**src/rtl/tile_rect_drawer.sv**
```systemverilog
// tile_rect_drawer: row-major rectangle fill, one clipped pixel write
// per clock toward the VGA adapter; one command via valid/ready.
//
// Ports:
//   clock, reset (async, active-low)
//   cmd_valid/cmd_ready : command handshake, ready only in IDLE
//   cmd_x0, cmd_y0      : top-left corner
//   cmd_w, cmd_h        : size in pixels, 0 means empty
//   cmd_colour          : fill colour
//   vga_x/y/colour/write: registered pixel write
//   busy                : DRAW or DONE
//   done                : one-cycle completion pulse
module tile_rect_drawer #(
  parameter int X_W      = 10,
  parameter int Y_W      = 9,
  parameter int COLOR_W  = 3,
  parameter int SCREEN_W = 640,
  parameter int SCREEN_H = 480
) (
  input  logic               clock,
  input  logic               reset,
  input  logic               cmd_valid,
  output logic               cmd_ready,
  input  logic [X_W-1:0]     cmd_x0,
  input  logic [Y_W-1:0]     cmd_y0,
  input  logic [X_W-1:0]     cmd_w,
  input  logic [Y_W-1:0]     cmd_h,
  input  logic [COLOR_W-1:0] cmd_colour,
  output logic [X_W-1:0]     vga_x,
  output logic [Y_W-1:0]     vga_y,
  output logic [COLOR_W-1:0] vga_colour,
  output logic               vga_write,
  output logic               busy,
  output logic               done
);

  typedef enum logic [1:0] {
    S_IDLE,
    S_DRAW,
    S_DONE
  } state_t;

  localparam logic [X_W:0] LP_SW = (X_W+1)'(SCREEN_W);
  localparam logic [Y_W:0] LP_SH = (Y_W+1)'(SCREEN_H);

  state_t             r_state;
  logic [X_W-1:0]     r_x0;
  logic [Y_W-1:0]     r_y0;
  logic [X_W-1:0]     r_w;
  logic [Y_W-1:0]     r_h;
  logic [X_W-1:0]     r_cx;
  logic [Y_W-1:0]     r_cy;
  logic [X_W-1:0]     r_vga_x;
  logic [Y_W-1:0]     r_vga_y;
  logic [COLOR_W-1:0] r_vga_colour;
  logic               r_vga_write;
  logic               r_done;

  logic               w_cx_end;
  logic               w_cy_end;
  logic               w_last;
  logic [X_W-1:0]     w_ncx;
  logic [Y_W-1:0]     w_ncy;
  logic [X_W:0]       w_xs;
  logic [Y_W:0]       w_ys;
  logic [X_W:0]       w_axs;
  logic [Y_W:0]       w_ays;
  logic               w_empty;

  // cx never exceeds w-1, so equality is the end-of-row test.
  assign w_cx_end = (r_cx == r_w - 1'b1);
  assign w_cy_end = (r_cy == r_h - 1'b1);
  assign w_last   = w_cx_end && w_cy_end;
  assign w_ncx    = w_cx_end ? '0 : r_cx + 1'b1;
  assign w_ncy    = w_cx_end ? r_cy + 1'b1 : r_cy;

  // One extra bit so sums past the coordinate range clip, not wrap.
  assign w_xs  = {1'b0, r_x0} + {1'b0, w_ncx};
  assign w_ys  = {1'b0, r_y0} + {1'b0, w_ncy};
  assign w_axs = {1'b0, cmd_x0};
  assign w_ays = {1'b0, cmd_y0};

  assign w_empty = (cmd_w == '0) || (cmd_h == '0);

  assign cmd_ready  = (r_state == S_IDLE);
  assign busy       = !cmd_ready;
  assign vga_x      = r_vga_x;
  assign vga_y      = r_vga_y;
  assign vga_colour = r_vga_colour;
  assign vga_write  = r_vga_write;
  assign done       = r_done;

  always_ff @(posedge clock or negedge reset) begin
    if (!reset) begin
      r_state      <= S_IDLE;
      r_x0         <= '0;
      r_y0         <= '0;
      r_w          <= '0;
      r_h          <= '0;
      r_cx         <= '0;
      r_cy         <= '0;
      r_vga_x      <= '0;
      r_vga_y      <= '0;
      r_vga_colour <= '0;
      r_vga_write  <= 1'b0;
      r_done       <= 1'b0;
    end else begin
      unique case (r_state)
        S_IDLE: begin
          r_done      <= 1'b0;
          r_vga_write <= 1'b0;
          if (cmd_valid) begin
            r_x0 <= cmd_x0;
            r_y0 <= cmd_y0;
            r_w  <= cmd_w;
            r_h  <= cmd_h;
            r_cx <= '0;
            r_cy <= '0;
            if (w_empty) begin
              r_state <= S_DONE;
              r_done  <= 1'b1;
            end else begin
              // Pixel 0 is presented straight from the command.
              r_state      <= S_DRAW;
              r_vga_x      <= w_axs[X_W-1:0];
              r_vga_y      <= w_ays[Y_W-1:0];
              r_vga_colour <= cmd_colour;
              r_vga_write  <= (w_axs < LP_SW) &&
                              (w_ays < LP_SH);
            end
          end
        end
        S_DRAW: begin
          if (w_last) begin
            r_state     <= S_DONE;
            r_vga_write <= 1'b0;
            r_done      <= 1'b1;
          end else begin
            r_cx        <= w_ncx;
            r_cy        <= w_ncy;
            r_vga_x     <= w_xs[X_W-1:0];
            r_vga_y     <= w_ys[Y_W-1:0];
            r_vga_write <= (w_xs < LP_SW) &&
                           (w_ys < LP_SH);
          end
        end
        S_DONE: begin
          r_done  <= 1'b0;
          r_state <= S_IDLE;
        end
        default: begin
          r_state <= S_IDLE;
        end
      endcase
    end
  end

endmodule

```
**config.mk**
```make
export PLATFORM = sky130hd
export DESIGN_NAME = tile_rect_drawer
export DESIGN_NICKNAME = d
export VERILOG_FILES = /design/src/rtl/tile_rect_drawer.sv
export SDC_FILE = /design/constraint.sdc
export NUM_CORES = 1
export LEC_CHECK = 0
export BUFFER_PORTS_ARGS = -buffer_cell sky130_fd_sc_hd__buf_2
export CAP_MARGIN = 20
export CORE_ASPECT_RATIO = 0.9
export CORE_MARGIN = 2
export CORE_UTILIZATION = 45
export CTS_CLUSTER_DIAMETER = 150
export CTS_CLUSTER_SIZE = 40
export DETAILED_ROUTE_END_ITERATION = 10
export GPL_TIMING_DRIVEN = 1
export SYNTH_ARGS = -nofsm -noshare
export SYNTH_HDL_FRONTEND = slang
export SYNTH_SLANG_ARGS = --single-unit
```
**constraint.sdc**
```tcl
create_clock -name clock -period 6.3 [get_ports clock]
set_input_delay 1.26 -clock clock [delete_from_list [all_inputs] [get_ports clock]]
set_output_delay 1.26 -clock clock [all_outputs]
set_load 0.02 [all_outputs]
```
Yosys cells after proc, flatten, opt, wreduce, memory -nomap -nowiden. Cells that the tools add are included.

Add/sub/neg operators: 6. $lt $le $gt $ge: 4. Equal/unequal tests: 8. Mux-type cells: 28. Bitwise gates (word level): 1. Reductions and logical operators: 16.

Operators by type and width (count): two-way mux 10 bit (6); two-way mux 9 bit (6); case mux 10 bit (2 select lines) (2); case mux 9 bit (2 select lines) (2); adder 10 x 10 -> 11 bit (1); < comparator 11 x 10 -> 1 bit (second input constant) (1); adder 10 x 1 -> 10 bit (second input constant) (1); adder 9 x 9 -> 10 bit (1); equality test 10 bit (1); logical NOT 10 bit (1); < comparator 10 bit (second input constant) (1); < comparator 10 x 9 -> 1 bit (second input constant) (1); subtractor 10 x 1 -> 10 bit (second input constant) (1); adder 9 x 1 -> 9 bit (second input constant) (1); equality test 9 bit (1); logical NOT 9 bit (1); < comparator 9 bit (second input constant) (1); subtractor 9 x 1 -> 9 bit (second input constant) (1); inequality test 2 bit (second input constant) (4); two-way mux 1 bit (6); two-way mux 2 bit (3); AND reduction 2 bit (3); AND reduction 3 bit (2); case mux 2 bit (2 select lines) (1); other kinds (12) (14).

Flip-flop bits (word level): 83. Bits of input ports: 44. Output and inout port bits: 26. Word-level logic and storage cells: 75.

Logic depth before layout (Yosys ltp).
Depth after elaboration: 8. Depth in mapped cells: 21. Mapped depth without buffers: 21.

Least setup slack after synthesis. OpenSTA, ideal clock, no wires.

Path type: register -> register. From: register r_w[0]. To: register r_vga_write (netlist: vga_write). Setup time: 0.090 ns. Arrival time: 4.006 ns. Required time: 6.210 ns. Setup slack: 2.205 ns. Stages on the path, launching flop included: 20. Path buffers: 0. Period minus slack after synthesis: 4.095 ns. Path through: dfrtp_1 inv_1 ha_1 nor2b_1 a221oi_1 a211o_1 o2111ai_1 nor2_2 nand4_1 nor2_1 xor2_1 ha_1 or3_1 or2_2 o311a_1 xor2_1 a41oi_1 o211a_1 o21ai_0 o2111ai_1.

Longest elaborated chain between the ends: 8. Elaborated cells between the ends (all ways): 12. Classes of those cells: add/sub (3); order compare (2); eq/ne (1); mux (4); reduce/logical (2).

RTL lines: start: declaration (RTL line 49) `logic [X_W-1:0] r_w;`; start signal: assignment (RTL line 115) `r_w <= cmd_w;`; subtractor 10 x 1 -> 10 bit * (RTL line 71) `assign w_cx_end = (r_cx == r_w - 1'b1);`; equality test 10 bit * (RTL line 71); two-way mux 10 bit or two-way mux 9 bit (tied branches) (RTL line 74, 75); adder 10 x 10 -> 11 bit or adder 9 x 9 -> 10 bit (tied branches) (RTL line 78, 79); < comparator 11 x 10 -> 1 bit or < comparator 10 x 9 -> 1 bit (tied branches) (RTL line 143, 144); logical AND 1 bit (RTL line 143) `r_vga_write <= (w_xs < LP_SW) &&`; two-way mux 1 bit * (RTL line 134) `if (w_last) begin`; case mux 1 bit (2 select lines) * (RTL line 108) `unique case (r_state)`; end signal: assignment (RTL line 128) `r_vga_write <= (w_axs < LP_SW) &&`; end signal: assignment (RTL line 143); end: declaration (RTL line 56) `logic r_vga_write;`.

Mark *: on every way between the ends. The rest lies on a longest branch, timed or not. A chain may end at the register's enable or synchronous reset.

Worst setup path after layout. Same ends and word-level chain as after synthesis.

==> summary.txt <==
Clk pin slew, worst setup/hold paths = 0.06 ns
DR vias/cell = 5.51
Syn. warnings = 0
Synth area leaders = dfrtp_1 (38%), mux2_2 (8.6%), ha_1 (5.7%), xnor2_1 (5.3%), nor2_1 (3.5%)
Max Root-Sink Buffers = 2
Mapped Area = 5480 µm²
Initial antenna violation count = 0
Fillers = 1100
Final TNS setup = 0 ns
Area grow syn2layout = 14.0%
Routed len/inst = 16.3 µm
Core Area = 12000 µm²
Peak Freq = 211 MHz
FP Rows = 38
Reg area = 2080 µm²
Initial core utilization = 0.457
Largest net degree at the start of global routing = 70
Die area = 13100 µm²
DIE HEIGHT = 109 µm
Worst path slowest cell = dfrtp_1
Pwr dens = 234 nW/µm²
First-pass GRT wire length = 21500 µm
Total CTS buffers = 9
Post-synthesis sequential area ratio = 0.379
Multi-input gate area = 3200 µm²
Final period util = 0.751
R2R Setup Slk = 1.57 ns
Slew HR = 0.386
Remaining antenna violation count = 0
Max-slew violations = 0
TritonCTS clock tree = yes
Delay-heaviest family, CP = simple AND/OR/NAND/NOR gates
Syn Nets = 636
Placed wire-length estimate = 9560 µm
Resized cells post-CTS = 0
Initial drt markers = 217
# IOs = 70
Outcome = finished, final reports clean
Commonest non-fill, non-tap cells in the layout = dfrtp_1 (83), buf_2 (68), nor2_1 (51)
Worst Max-Slew Pin Slew = 0.917 ns
Post-Syn Area per Cell = 9.70 µm²
Max_cap viols = 0
CP max FO = 10
Hold crit path type = reg -> reg
Setup WS pre-CTS = 1.64 ns
Clock root buffer = clkbuf_16
Number of clock sinks = 83
# setup viols final = 0
Critical path launch point type = flip-flop
DRT Wirelength = 12900 µm
Antenna diodes = 0
Share of post-route cells with drive strength above 1 = 0.240
# DRC = 0
Commonest non-fill, non-tap cell in the layout = dfrtp_1
Worst VDD drop = 0.168 mV
Period minus WS final = 4.73 ns
Vias in the first global route = 4235
Number of synthesized flops with an enable pin = 0
Critical Path Sink Type = flip-flop
Skew-Pair Late Insertion Delay = 0.35 ns
Vias post-DR = 4353
Cells after synthesis = 565
CP peak stage delay = 0.46 ns
H-tree depth = 3
Hold buffer count at cts = 0
Gr ovfl total = 0
Area fraction of the dominant cell type after synthesis = 0.379
RSZ-0062 raised after global routing = no
First-pass DRT Iterations = 4
Clock skew = 0.00638 ns
Final Hold Viols = 0
Crit Path Class = reg -> reg
Ys flop type = dfrtp_1
CP cell instances = inv_1 > ha_1 > xnor2_1 > nor4_1 > o2111ai_1 > nor2_2 > nand4_1 > nor2_1 > xor2_1 > ha_1 > or3_1 > or2_2 > o311a_1 > xor2_1 > a41oi_1 > o211a_1 > o21ai_0 > o2111ai_1
Ys async rst share = 1.00
Leak pwr = 3.13 nW
Worst endpoint data arrival time = 4.99 ns
NumNets Final = 696
Die Wd = 120 µm
Setup repair bufs after CTS = 0
Gr usage total = 0.210
Top cell type by total area after synthesis = dfrtp_1
Final cell count without fillers = 790
Critical Path RT = 6.56 ns
Synth unique cells = 73
Setup WS post-layout = 1.57 ns
Gp weighted congestion = 0.843
Critical path buffers and inverters = 1
Number of synthesized register bits = 83
I/O Buffers = 69
Placed cells = 774
## metrics by stage
stage	total power, mW	area, µm²	util	hold WS [ns]
detailed placement	0.942	5950	0.497	0.482
global route	1.54	6250	0.521	0.525
finish	1.46	6250	0.521	0.497
floorplan	0.846	5480	-	0.478
CTS	1.48	6250	0.521	0.506
global placement	0.938	5950	0.497	0.471
## worst paths after layout
kind	from	to	cells after the start
worst max-delay path	r_w[0]	vga_write	18
worst min-delay path	vga_x[7]	vga_x[7]	1
worst max register to register	r_w[0]	vga_write	18
worst min register to register	vga_x[7]	vga_x[7]	1
max in group asynchronous	reset	r_cy[7]	2
min in group asynchronous	reset	r_w[5]	1
## power by group
part	internal [mW]	total (mW)	switching [mW]
Clock	0.316	0.526	0.211
Sequential	0.575	0.628	0.0534
Combinational	0.133	0.304	0.171
## synth_stat cells (all sizes together), types with 4 or more instances
cell type and count:
a21o 4, a21oi 31, a221oi 4, a22o 9, and2 4, and3 6, buf 9, clkbuf 16
dfrtp 83, ha 25, inv 24, mux2 42, mux2i 18, nand2 35, nand2b 8, nand3 17
nor2 53, nor2b 9, nor3 15, nor4 8, o2111ai 4, o21a 5, o21ai 26, o41ai 4
or2 4, or3 8, xnor2 33, xor2 14
## routing by layer
metal  share of wire  global-route usage  vias up
met5               0                   0        -
met4          0.0085              0.0382        0
met3           0.047              0.0560        8
met2            0.44               0.323       99
met1            0.50               0.303     2091
li1                -                   -     2155
## cell families (layout without fill, tap and decap cells)
logic type / Yosys count / in the layout / share of synthesized area
fa+ha+maj: 27 / 27 / 0.0644
simple gates: 183 / 183 / 0.172
xor+xnor: 47 / 47 / 0.0765
compound gates: 116 / 116 / 0.151
mux: 60 / 60 / 0.119
flops: 83 / 83 / 0.379
buf+inv: 49 / 114 / 0.0374
## final cells by class
cell class	instances	share of cell area
multi-input combinational	433	0.512
sequential	83	0.333
timing repair buffer	74	0.0617
clock buffer	11	0.0389
tap	160	0.0321
inverter	24	0.0144
clock inverter	5	0.00841
## state kept, by name (all words and copies together) (netlist names)
name,cells
r_x0,10
r_cx,10
r_h,9
r_w,10
vga_x,10
r_state,2
r_cy,9
r_y0,9
vga_write,1
vga_y,9
vga_colour,3
done,1
(Power assumes the default switching activity.)
